`config.mk`:
```
export PLATFORM = sky130hd
export DESIGN_NAME = elevator_call_scheduler
export DESIGN_NICKNAME = d
export VERILOG_FILES = /design/src/rtl/elevator_pkg.sv /design/src/rtl/elevator_floor_select.sv /design/src/rtl/elevator_call_scheduler.sv
export SDC_FILE = /design/constraint.sdc
export NUM_CORES = 1
export LEC_CHECK = 0
export CORE_ASPECT_RATIO = 1.1
export CORE_UTILIZATION = 40
export CTS_CLUSTER_SIZE = 30
export DETAILED_ROUTE_END_ITERATION = 8
export DONT_BUFFER_PORTS = 1
export GPL_TIMING_DRIVEN = 0
export PLACE_DENSITY = 0.59
export SETUP_SLACK_MARGIN = 0.1
export SLEW_MARGIN = 25
export SYNTH_ARGS = -nofsm -noshare
export SYNTH_HDL_FRONTEND = slang
export SYNTH_HIERARCHICAL = 1
export SYNTH_SLANG_ARGS = --single-unit
```
`constraint.sdc`:
```
create_clock -name clk -period 8.82 [get_ports clk]
set_clock_uncertainty 0.2 [all_clocks]
set_input_delay 0.441 -clock clk [delete_from_list [all_inputs] [get_ports clk]]
set_output_delay 0.441 -clock clk [all_outputs]
set_load 0.01 [all_outputs]
```
`src/rtl/elevator_pkg.sv`:
```
// Shared definitions for the elevator call scheduler: direction codes, FSM states and
// default floor geometry.
package elevator_pkg;

    localparam int unsigned NUM_FLOORS_DEF = 8;
    localparam int unsigned FLOOR_W_DEF    = 3;

    // Same encoding as the car controller's stop/up/down opcodes.
    localparam logic [1:0] DIR_IDLE = 2'b00;
    localparam logic [1:0] DIR_UP   = 2'b01;
    localparam logic [1:0] DIR_DOWN = 2'b10;

    typedef enum logic [1:0] {
        StIdle,
        StUp,
        StDown,
        StDwell
    } sched_state_e;

endpackage

```
`src/rtl/elevator_floor_select.sv`:
```
// Combinational SCAN candidate search: nearest pending floor at/above and at/below the
// car's current position.
module elevator_floor_select
    import elevator_pkg::*;
#(
    parameter int unsigned NUM_FLOORS = NUM_FLOORS_DEF,
    parameter int unsigned FLOOR_W    = FLOOR_W_DEF
) (
    input  logic [NUM_FLOORS-1:0] pending,
    input  logic [FLOOR_W-1:0]    cur_floor,
    output logic [FLOOR_W-1:0]    above,
    output logic                  above_vld,
    output logic [FLOOR_W-1:0]    below,
    output logic                  below_vld
);

    // Scanning downward leaves the lowest qualifying floor as the final assignment.
    always_comb begin
        above     = '0;
        above_vld = 1'b0;
        for (int i = int'(NUM_FLOORS) - 1; i >= 0; i--) begin
            if (pending[i] && (FLOOR_W'(i) >= cur_floor)) begin
                above     = FLOOR_W'(i);
                above_vld = 1'b1;
            end
        end
    end

    always_comb begin
        below     = '0;
        below_vld = 1'b0;
        for (int i = 0; i < int'(NUM_FLOORS); i++) begin
            if (pending[i] && (FLOOR_W'(i) <= cur_floor)) begin
                below     = FLOOR_W'(i);
                below_vld = 1'b1;
            end
        end
    end

endmodule

```
`src/rtl/elevator_call_scheduler.sv`:
```
// SCAN-policy call scheduler: latches call buttons, dispatches destination floors to the
// car controller, clears served calls on arrival and holds a door-dwell interval.
module elevator_call_scheduler
    import elevator_pkg::*;
#(
    parameter int unsigned NUM_FLOORS   = NUM_FLOORS_DEF,
    parameter int unsigned FLOOR_W      = FLOOR_W_DEF,
    parameter int unsigned DWELL_CYCLES = 16
) (
    input  logic                  clk,
    input  logic                  reset,
    input  logic [NUM_FLOORS-1:0] call_req,
    input  logic                  emergency_stop,
    input  logic [FLOOR_W-1:0]    cur_floor,
    input  logic                  arrived,
    output logic [FLOOR_W-1:0]    dest_floor,
    output logic                  dest_valid,
    output logic [1:0]            dir,
    output logic [NUM_FLOORS-1:0] pending,
    output logic                  dwell
);

    localparam int unsigned CNT_W = (DWELL_CYCLES > 1) ? $clog2(DWELL_CYCLES) : 1;

    sched_state_e          state_q, state_d;
    logic [FLOOR_W-1:0]    dest_q, dest_d;
    logic [CNT_W-1:0]      cnt_q, cnt_d;
    logic                  last_up_q, last_up_d;
    logic [NUM_FLOORS-1:0] pending_q, pending_d;
    logic                  valid_q, valid_d;
    logic [1:0]            dir_q, dir_d;
    logic                  dwell_q, dwell_d;

    logic [FLOOR_W-1:0]    above, below;
    logic                  above_vld, below_vld;
    logic [FLOOR_W-1:0]    dist_up, dist_dn;
    logic                  take_up;
    logic                  arrive_ok;
    logic [NUM_FLOORS-1:0] clr;

    elevator_floor_select #(
        .NUM_FLOORS (NUM_FLOORS),
        .FLOOR_W    (FLOOR_W)
    ) u_floor_select (
        .pending    (pending_q),
        .cur_floor  (cur_floor),
        .above      (above),
        .above_vld  (above_vld),
        .below      (below),
        .below_vld  (below_vld)
    );

    // Only an arrival at the current target while travelling (and not frozen) counts.
    assign arrive_ok = arrived && !emergency_stop && (cur_floor == dest_q) &&
                       ((state_q == StUp) || (state_q == StDown));

    always_comb begin
        clr = '0;
        for (int i = 0; i < int'(NUM_FLOORS); i++) begin
            if (cur_floor == FLOOR_W'(i)) begin
                clr[i] = arrive_ok;
            end
        end
    end

    assign pending_d = (pending_q | call_req) & ~clr;

    // Equal distances, including a call at the current floor, resolve upward.
    assign dist_up = above - cur_floor;
    assign dist_dn = cur_floor - below;
    assign take_up = above_vld && (!below_vld || (dist_up <= dist_dn));

    always_comb begin
        state_d   = state_q;
        dest_d    = dest_q;
        cnt_d     = cnt_q;
        last_up_d = last_up_q;

        if (!emergency_stop) begin
            unique case (state_q)
                StIdle: begin
                    if (take_up) begin
                        state_d = StUp;
                        dest_d  = above;
                    end else if (below_vld) begin
                        state_d = StDown;
                        dest_d  = below;
                    end
                end
                StUp: begin
                    if (arrive_ok) begin
                        state_d   = StDwell;
                        cnt_d     = CNT_W'(DWELL_CYCLES - 1);
                        last_up_d = 1'b1;
                    end else if (above_vld) begin
                        dest_d = above;
                    end
                end
                StDown: begin
                    if (arrive_ok) begin
                        state_d   = StDwell;
                        cnt_d     = CNT_W'(DWELL_CYCLES - 1);
                        last_up_d = 1'b0;
                    end else if (below_vld) begin
                        dest_d = below;
                    end
                end
                StDwell: begin
                    if (cnt_q != '0) begin
                        cnt_d = cnt_q - CNT_W'(1);
                    end else if (last_up_q) begin
                        if (above_vld) begin
                            state_d = StUp;
                            dest_d  = above;
                        end else if (below_vld) begin
                            state_d = StDown;
                            dest_d  = below;
                        end else begin
                            state_d = StIdle;
                        end
                    end else begin
                        if (below_vld) begin
                            state_d = StDown;
                            dest_d  = below;
                        end else if (above_vld) begin
                            state_d = StUp;
                            dest_d  = above;
                        end else begin
                            state_d = StIdle;
                        end
                    end
                end
                default: state_d = StIdle;
            endcase
        end
    end

    // Outputs are registered from the next state so they line up with it.
    always_comb begin
        valid_d = !emergency_stop && ((state_d == StUp) || (state_d == StDown));
        dir_d   = DIR_IDLE;
        if (valid_d) begin
            dir_d = (state_d == StUp) ? DIR_UP : DIR_DOWN;
        end
        dwell_d = (state_d == StDwell);
    end

    always_ff @(posedge clk or posedge reset) begin
        if (reset) begin
            state_q   <= StIdle;
            dest_q    <= '0;
            cnt_q     <= '0;
            last_up_q <= 1'b1;
            pending_q <= '0;
            valid_q   <= 1'b0;
            dir_q     <= DIR_IDLE;
            dwell_q   <= 1'b0;
        end else begin
            state_q   <= state_d;
            dest_q    <= dest_d;
            cnt_q     <= cnt_d;
            last_up_q <= last_up_d;
            pending_q <= pending_d;
            valid_q   <= valid_d;
            dir_q     <= dir_d;
            dwell_q   <= dwell_d;
        end
    end

    assign dest_floor = dest_q;
    assign dest_valid = valid_q;
    assign dir        = dir_q;
    assign pending    = pending_q;
    assign dwell      = dwell_q;

endmodule

```
==> results of run 1 <==
-- cell usage in the layout (no fill, tap or decap), types with 7 or more instances in the layout --
cell type                 synthesis  layout
sky130_fd_sc_hd__a21oi_1         15      15
sky130_fd_sc_hd__a31oi_1          7       7
sky130_fd_sc_hd__dfrtp_1         21      21
sky130_fd_sc_hd__ha_1            11      11
sky130_fd_sc_hd__inv_1           18      18
sky130_fd_sc_hd__nand2_1         15      15
sky130_fd_sc_hd__nor2_1          13      13
sky130_fd_sc_hd__nor2b_1         11      11
sky130_fd_sc_hd__nor3_1           7       7
sky130_fd_sc_hd__o21ai_0         18      18
-- registers in the layout, indices dropped and copies added, names as in the netlist --
register	flops
dest_floor	3
cnt_q	4
dir	2
pending	8
state_q	2
dwell	1
dest_valid	1
last_up_q	1
-- routing by layer --
metal / up-vias / wire length, um / share of wire (%)
met4: 0 / 76 / 1.5
met5: - / 0 / 0
met2: 34 / 2400 / 49
met1: 845 / 2270 / 46
li1: 861 / - / -
met3: 7 / 161 / 3.3
-- stage by stage --
stage	area, um2	utilization (%)
2_1_floorplan	1950	-
3_3_place_gp	2020	43.2
3_5_place_dp	2020	43.2
4_1_cts	2090	44.7
5_1_grt	2090	44.7
6_report	2090	44.7
-- power groups by stage --
stage          combinational (mW)  sequential (mW)  clock [mW]
2_1_floorplan               0.209            0.162           0
3_3_place_gp                0.254            0.172           0
3_5_place_dp                0.257            0.172           0
4_1_cts                     0.258            0.171      0.0964
5_1_grt                     0.287            0.176       0.101
6_report                    0.258            0.171      0.0934
-- how the worst min path moves through the flow --
stage / endpoint / slack (ps) / cells after the start
floorplan: cnt_q[0] / 230 / 1
global placement: pending[2] / 340 / 1
detailed placement: cnt_q[2] / 350 / 1
CTS: pending[2] / 40 / 1
global route: pending[5] / 60 / 1
finish: pending[2] / 5 / 1
-- cell type report --
cell class | count | area (um2) | area share (%)
plain buffers | 10 | 50.0 | 2.39
clock buffers | 3 | 41.3 | 1.97
clock inverters | 1 | 30.0 | 1.43
inverters | 18 | 67.6 | 3.23
multi-input cells | 179 | 1280 | 61.3
flip-flops and latches | 22 | 552 | 26.3
well taps | 56 | 70.1 | 3.35
-- cells in the mapped netlist (4+ instances only) --
master and count:
sky130_fd_sc_hd__nor2_1 13, sky130_fd_sc_hd__clkbuf_1 5, sky130_fd_sc_hd__xnor2_1 4, sky130_fd_sc_hd__inv_1 18, sky130_fd_sc_hd__buf_2 4, sky130_fd_sc_hd__dfrtp_1 21
sky130_fd_sc_hd__a21oi_1 15, sky130_fd_sc_hd__o32a_1 5, sky130_fd_sc_hd__nor2b_1 11, sky130_fd_sc_hd__nand2_1 15, sky130_fd_sc_hd__o21ai_0 18, sky130_fd_sc_hd__ha_1 11
sky130_fd_sc_hd__nor3_1 7, sky130_fd_sc_hd__a31oi_1 7, sky130_fd_sc_hd__nand3_1 4, sky130_fd_sc_hd__o21a_1 5
-- cells by family (layout without fill, tap and decap cells) --
family | after synthesis | in the layout | share of synthesized area (%)
AOI/OAI and AO/OA | 84 | 84 | 31.2
xor gates and xnor gates | 8 | 8 | 3.97
adders and majority gates | 13 | 13 | 9.10
buffers and inverters | 28 | 32 | 6.02
DFF | 22 | 22 | 28.3
muxes | 6 | 6 | 3.27
and+or+nand+nor | 68 | 68 | 18.2
-- critical path, cell delays in order, from the launching register on --
cell and delay [ps]:
sky130_fd_sc_hd__dfrtp_1 500, sky130_fd_sc_hd__nor2b_1 200, sky130_fd_sc_hd__o2bb2ai_1 110, sky130_fd_sc_hd__a32o_1 210, sky130_fd_sc_hd__a31o_2 270, sky130_fd_sc_hd__ha_1 210, sky130_fd_sc_hd__fa_1 380, sky130_fd_sc_hd__xnor2_1 150
sky130_fd_sc_hd__xnor2_1 140, sky130_fd_sc_hd__ha_1 330, sky130_fd_sc_hd__nand2_1 80, sky130_fd_sc_hd__o21a_1 180, sky130_fd_sc_hd__o21ai_0 520, sky130_fd_sc_hd__nand3b_1 190, sky130_fd_sc_hd__a32oi_1 250, sky130_fd_sc_hd__ha_1 270
sky130_fd_sc_hd__nor2b_1 150, sky130_fd_sc_hd__and2_1 180
==> summary.txt, run 1 <==
Status
  – Run status: finished clean

Routing
  – Vias: 1747
  – Drt initial violations: 105
  – # DRC: 0
  – Final wirelength: 4910 um
  – Drt wl/cell: 17.0 um
  – Number of nets with antenna violations after routing: 0
  – Post-DR vias/cell: 6.04
  – First-pass DRT Iterations: 4

Yosys
  – Portion of synthesized cell area occupied by the leading cell type: 26.9%
  – Mean post-synth cell area: 8.53 um2
  – Sequential fraction of the synthesis area: 28.3%
  – Async S/R FF share, synth: 100%
  – Leading area contributor after synthesis: sky130_fd_sc_hd__dfrtp_1
  – Main area contributors after synthesis: sky130_fd_sc_hd__dfrtp_1, sky130_fd_sc_hd__ha_1, sky130_fd_sc_hd__o21ai_0
  – Count of flip-flops with a built-in enable after synthesis: 0
  – Post-synthesis sequential element count: 22
  – Net Count, Synth: 257
  – Primary FF master, synth: sky130_fd_sc_hd__dfrtp_1
  – Mapped Area: 1950 um2
  – Post-synthesis cell count: 229
  – Count of cell types in the netlist: 54
  – Warnings, synthesis: 6

Clock network
  – Post-CTS Setup Bufs: 0
  – Clock edge transition at the registers on the reported setup and hold paths: 80 ps
  – Hold buffer count at cts: 0
  – CTS root buffer: sky130_fd_sc_hd__clkbuf_8
  – Maximum count of clock buffers along a single path: 2
  – TritonCTS Buffers: 3
  – Number of gates resized after CTS: 0
  – Clock sink total: 22
  – Clock latency on the worst-skew pair: 270 ps
  – Deepest level of the CTS H-tree: 1
  – Clock tree from TritonCTS: done

Critical path
  – Number of cells on the worst reg-to-reg path: 17
  – Register-to-register setup slack: 4210 ps
  – Worst Setup Path Type: flop to flop
  – Crit path capture: dir[0]
  – Critical Path Start Type: flop
  – Worst reg2reg path endpoint: dir[0]
  – Start point of the critical path: pending[1]
  – Required @ worst endpoint: 8780 ps
  – Element type at the critical path end: flop
  – R2r startpoint: pending[1]
  – Max FO, Critical Path: 8
  – Critical path arrival: 4570 ps

GRT
  – Met3 routing resource usage after global routing: 1.95%
  – First-pass GRT wire length: 8220 um
  – Pin count of the biggest net entering global routing: 23
  – GRT Util Overall: 21.3%
  – Vias in the first global route: 1745
  – Routing layer with the top usage in global route: met2
  – Met2 demand-to-capacity share in global routing: 36.1%
  – Total overflow reported by the global router: 0
  – Number of antenna violations at the first check in global routing: 0
  – Grt met1 use: 28.5%

Finish
  – Post-synthesis to final-layout area growth: 7.24%
  – Total Nets Final: 262
  – Share of layout cells above drive strength 1: 9.01%
  – Fill cell instance count of the final layout: 477
  – Count of inserted antenna diode cells: 0
  – Count of non-filler cells in the finished layout: 289

STA
  – Min setup slack post-route: 4210 ps
  – Transition time at the pin with the least slew margin: 860 ps
  – Worst slew margin: 42.1%
  – Number of max-slew violations in the final report: 0
  – Hold Violations, Final: 0
  – Number of endpoints failing setup at the final stage: 0
  – Total negative slack: 0 ps
  – Fin Hold WS: 5.47 ps
  – Timing-limited maximum frequency: 217 MHz
  – Setup repair after global routing missed its margin: no
  – Post-route clock period utilization: 52.3%
  – Period minus WS final: 4610 ps

Power
  – Overall power consumption: 0.523 mW
  – Max IR drop VDD: 0.161 mV
  – Clk network pwr share: 17.9%
  – Power per cell area: 249 nW/um2
  – Leakage: 0.866 nW
  – Internal power consumption: 0.305 mW
  – Gate power share: 49.4%
  – Net switching component of the power: 0.218 mW
  – Switching Fraction: 41.7%
  – Sequential fraction of design power: 32.7%

Placed design
  – Number of I/O port buffers: 0
  – Placed cell count: 285
  – Weighted congestion at the end of routability-driven global placement: 0.916
  – Hpwl dp: 3770 um
  – Pre-CTS setup slack: 4120 ps

Floorplan
  – I/O pin count: 30
  – Effective utilization at floorplan: 41.7%
  – Rows: 26
  – Core Region: 4680 um2
  – Overall die height: 75.3 um
  – Die W: 68.6 um
  – Die area: 5170 um2

Worst hold path
  – Hold Crit Class: primary input to async pin

Run
  – # Max-Cap Violations: 0
Power figures use the tool's default switching activity.
==> run 2, diff against run 1 <==
Settings changed: ABC_AREA from default to 1.
Clock period 8.82 ns to 4.7 ns, I/O delays scaled along.
==> run 2 against run 1 <==
Sequential power up 82%. Count of clock-buffer cells in the layout unchanged. First-iteration DRC count up 22%. Setup slack worse by 3300 ps. Critical path depth up 5. Via count up 11%. Core utilization up 3.3 points. Routed wire length down 0.98%. Worst hold slack about the same. Highest routed layer unchanged.
==> summary.txt, run 2 <==
Yosys
  – Ranking of synthesized cells by instance count: sky130_fd_sc_hd__nand2_1, sky130_fd_sc_hd__inv_1, sky130_fd_sc_hd__nor2_1, sky130_fd_sc_hd__nand3_1, sky130_fd_sc_hd__dfrtp_1
  – Leading area contributor after synthesis: sky130_fd_sc_hd__dfrtp_1
  – Main area contributors after synthesis: sky130_fd_sc_hd__dfrtp_1, sky130_fd_sc_hd__nand2_1, sky130_fd_sc_hd__ha_1
  – Count of cell types in the netlist: 35 (-35%)
  – Post-synthesis cell count: 302 (+32%)
  – Async S/R FF share, synth: 100% (unchanged)
  – Primary FF master, synth: sky130_fd_sc_hd__dfrtp_1
  – Mapped Area: 1950 um2 (-0.13%)
  – Mean post-synth cell area: 6.46 um2 (-24%)
  – Sequential fraction of the synthesis area: 28.3% (+0.036 points)
  – Top-count cell post-synth: sky130_fd_sc_hd__nand2_1
  – Portion of synthesized cell area occupied by the leading cell type: 26.9% (+0.035 points)
  – Net Count, Synth: 330 (+28%)
  – Warnings, synthesis: 6 (unchanged)
  – Count of flip-flops with a built-in enable after synthesis: 0 (unchanged)
  – Post-synthesis sequential element count: 22 (unchanged)

STA
  – Post-route clock period utilization: 81.7% (+29 points)
  – Setup repair after global routing missed its margin: no
  – Worst slew margin: 46.2% (+4.1 points)
  – Timing-limited maximum frequency: 261 MHz (+20%)
  – Total negative slack: 0 ps (unchanged)
  – Period minus WS final: 3840 ps (-771 ps)
  – Hold Violations, Final: 0 (unchanged)
  – Number of endpoints failing setup at the final stage: 0 (unchanged)
  – Transition time at the pin with the least slew margin: 806 ps (-53.8 ps)
  – Min setup slack post-route: 861 ps (-3350 ps)
  – Number of max-slew violations in the final report: 0 (unchanged)
  – Fin Hold WS: 5.83 ps (+0.360 ps)

Routing
  – First-pass DRT Iterations: 5 (+1)
  – Vias: 1935 (+11%)
  – Drt initial violations: 128 (+22%)
  – Final wirelength: 4860 um (-0.98%)
  – Post-DR vias/cell: 5.15 (-15%)
  – Drt wl/cell: 12.9 um (-24%)
  – # DRC: 0 (unchanged)
  – Number of nets with antenna violations after routing: 0 (unchanged)

Floorplan
  – Rows: 26 (unchanged)
  – Die W: 68.6 um (about the same)
  – Core Region: 4650 um2 (-0.69%)
  – Overall die height: 75.2 um (about the same)
  – Die area: 5160 um2 (-0.13%)
  – I/O pin count: 30 (unchanged)
  – Effective utilization at floorplan: 41.9% (+0.24 points)

GRT
  – Grt met1 use: 28.4% (-0.093 points)
  – First-pass GRT wire length: 8110 um (-1.4%)
  – Routing layer with the top usage in global route: met2
  – Number of antenna violations at the first check in global routing: 0 (unchanged)
  – GRT Util Overall: 20.9% (-0.40 points)
  – Vias in the first global route: 1747 (+0.11%)
  – Met2 demand-to-capacity share in global routing: 33.6% (-2.5 points)
  – Total overflow reported by the global router: 0 (unchanged)
  – Pin count of the biggest net entering global routing: 23 (unchanged)
  – Met3 routing resource usage after global routing: 2.42% (+0.48 points)

Clock network
  – Clock sink total: 22 (unchanged)
  – Maximum count of clock buffers along a single path: 2 (unchanged)
  – Clock latency on the worst-skew pair: 260 ps (about the same)
  – Clock tree from TritonCTS: done
  – CTS root buffer: sky130_fd_sc_hd__clkbuf_8
  – Clock edge transition at the registers on the reported setup and hold paths: 80 ps (about the same)
  – TritonCTS Buffers: 3 (unchanged)
  – Deepest level of the CTS H-tree: 1 (unchanged)
  – Hold buffer count at cts: 13 (+13)
  – Post-CTS Setup Bufs: 0 (unchanged)
  – Number of gates resized after CTS: 0 (unchanged)

Finish
  – Post-synthesis to final-layout area growth: 14.4%
  – Total Nets Final: 349 (+33%)
  – Most common cell after layout, fill and taps aside: sky130_fd_sc_hd__nand2_1
  – Share of layout cells above drive strength 1: 10.0% (+0.99 points)
  – Commonest cells after routing, fill and taps aside: sky130_fd_sc_hd__nand2_1, sky130_fd_sc_hd__inv_1, sky130_fd_sc_hd__nor2_1, sky130_fd_sc_hd__nand3_1, sky130_fd_sc_hd__dfrtp_1
  – Fin area: 2230 um2 (+6.6%)
  – Count of inserted antenna diode cells: 0 (unchanged)
  – Flip-flop count of the largest register, all copies and words added: 8 (unchanged)

Critical path
  – Critical Path Start Type: flop
  – Ordered cell list for the critical path: inv_1, nor2_1, o21ai_0, a21oi_1, inv_2, ha_1, inv_1, fa_1, xnor2_1, xor2_1, ha_1, nand2_1, inv_1, nand2_1, nand2_1, nand3_1, nand2_1, o211ai_1, nand3_1, nand2_1, ha_1, and3_1
  – Element type at the critical path end: flop
  – Standard cell with the maximum stage delay on the critical path: sky130_fd_sc_hd__dfrtp_1
  – Peak per-stage delay on the critical path: 460 ps (-60 ps)
  – Critical path arrival: 3800 ps (-770 ps)
  – Worst Setup Path Type: flop to flop
  – Critical path's most frequent cell: sky130_fd_sc_hd__nand2_1
  – Buffers plus inverters on the worst setup path: 4 (+4)
  – Max FO, Critical Path: 5 (-3)
  – CP top delay family: adder cells
  – Required @ worst endpoint: 4660 ps (-4120 ps)

Power
  – Max IR drop VDD: 0.329 mV (+100%)
  – Power per cell area: 453 nW/um2 (+81%)
  – Overall power consumption: 1.01 mW (+93%)
  – Leakage: 1.16 nW (+34%)

Worst hold path
  – Hold Crit Class: primary input to flop

Placed design
  – Pre-CTS setup slack: 827 ps (-3290 ps)
  – Placement-stage cell area: 2020 um2 (-0.12%)
  – Hpwl dp: 3730 um (-1.2%)
  – Weighted congestion at the end of routability-driven global placement: 0.852 (-7.0%)
  – Number of I/O port buffers: 0 (unchanged)

Status
  – Run status: finished clean

Run
  – # Max-Cap Violations: 0 (unchanged)
-- run 2: cell count changes in the layout (fill, tap and decap cells not counted), moves of 4 or more --
cell | before | now
sky130_fd_sc_hd__o32a_1 | 5 | 0
sky130_fd_sc_hd__dlygate4sd3_1 | 0 | 14
sky130_fd_sc_hd__nand2_1 | 15 | 105
sky130_fd_sc_hd__nor2_1 | 13 | 24
sky130_fd_sc_hd__o21ai_0 | 18 | 5
sky130_fd_sc_hd__inv_1 | 18 | 36
sky130_fd_sc_hd__nand3_1 | 4 | 23
sky130_fd_sc_hd__nor2b_1 | 11 | 0
sky130_fd_sc_hd__o21a_1 | 5 | 0
sky130_fd_sc_hd__o21ai_1 | 0 | 12
sky130_fd_sc_hd__clkbuf_1 | 5 | 1
sky130_fd_sc_hd__inv_2 | 0 | 6
-- run 2: kinds of logic after synthesis --
logic type	after synthesis	share of synthesized area, %
xor+xnor	5	2.25
simple gates	169	36.8
flops	22	28.3
compound gates	44	13.3
buf+inv	49	10.3
fa+ha+maj	13	9.11
-- run 2: worst register-to-register path: stages, from the launching register on --
cell and delay, ps:
sky130_fd_sc_hd__dfrtp_1 460, sky130_fd_sc_hd__inv_1 110, sky130_fd_sc_hd__nor2_1 140, sky130_fd_sc_hd__o21ai_0 90
sky130_fd_sc_hd__a21oi_1 350, sky130_fd_sc_hd__inv_2 90, sky130_fd_sc_hd__ha_1 190, sky130_fd_sc_hd__inv_1 60
sky130_fd_sc_hd__fa_1 180, sky130_fd_sc_hd__xnor2_1 130, sky130_fd_sc_hd__xor2_1 90, sky130_fd_sc_hd__ha_1 320
sky130_fd_sc_hd__nand2_1 60, sky130_fd_sc_hd__inv_1 60, sky130_fd_sc_hd__nand2_1 50, sky130_fd_sc_hd__nand2_1 50
sky130_fd_sc_hd__nand3_1 120, sky130_fd_sc_hd__nand2_1 200, sky130_fd_sc_hd__o211ai_1 120, sky130_fd_sc_hd__nand3_1 90
sky130_fd_sc_hd__nand2_1 100, sky130_fd_sc_hd__ha_1 320, sky130_fd_sc_hd__and3_1 170
-- run 2: final timing paths --
path,slack [ps],cells after the start,from,end
hold reg to reg,350,2,last_up_q,last_up_q
setup reg to reg,860,22,pending[1],dir[0]
min in group asynchronous,360,2,reset,pending[0]
hold / removal,6,2,cur_floor[0],pending[0]
setup / recovery,860,22,pending[1],dir[0]
max in group asynchronous,3440,2,reset,dest_floor[0]
-- run 2: metal layers --
metal | vias to the layer above | part of all wire, %
li1 | 994 | -
met1 | 870 | 46
met2 | 59 | 46
met3 | 12 | 5.2
met4 | 0 | 2.5
met5 | - | 0
-- run 2: where the power goes --
part | switching [mW] | internal [mW] | total (mW)
Combinational | 0.330 | 0.192 | 0.522
Clock | 0.0628 | 0.114 | 0.177
Sequential | 0.0628 | 0.249 | 0.312
-- run 2: area by class of cell --
class,count,area [um2]
Sequential cell,22,552
Clock buffer,3,41.3
Fill cell,461,2420
Buffer,5,32.5
Timing Repair Buffer,14,140
Inverter,44,169
Tap cell,56,70.1
Clock inverter,1,30.0
Multi-Input combinational cell,231,1200
-- run 2: through the flow --
step	std cells	util, %
2_1_floorplan	302	-
3_3_place_gp	358	43.4
3_5_place_dp	358	43.4
4_1_cts	375	47.8
5_1_grt	376	48.0
6_report	376	48.0
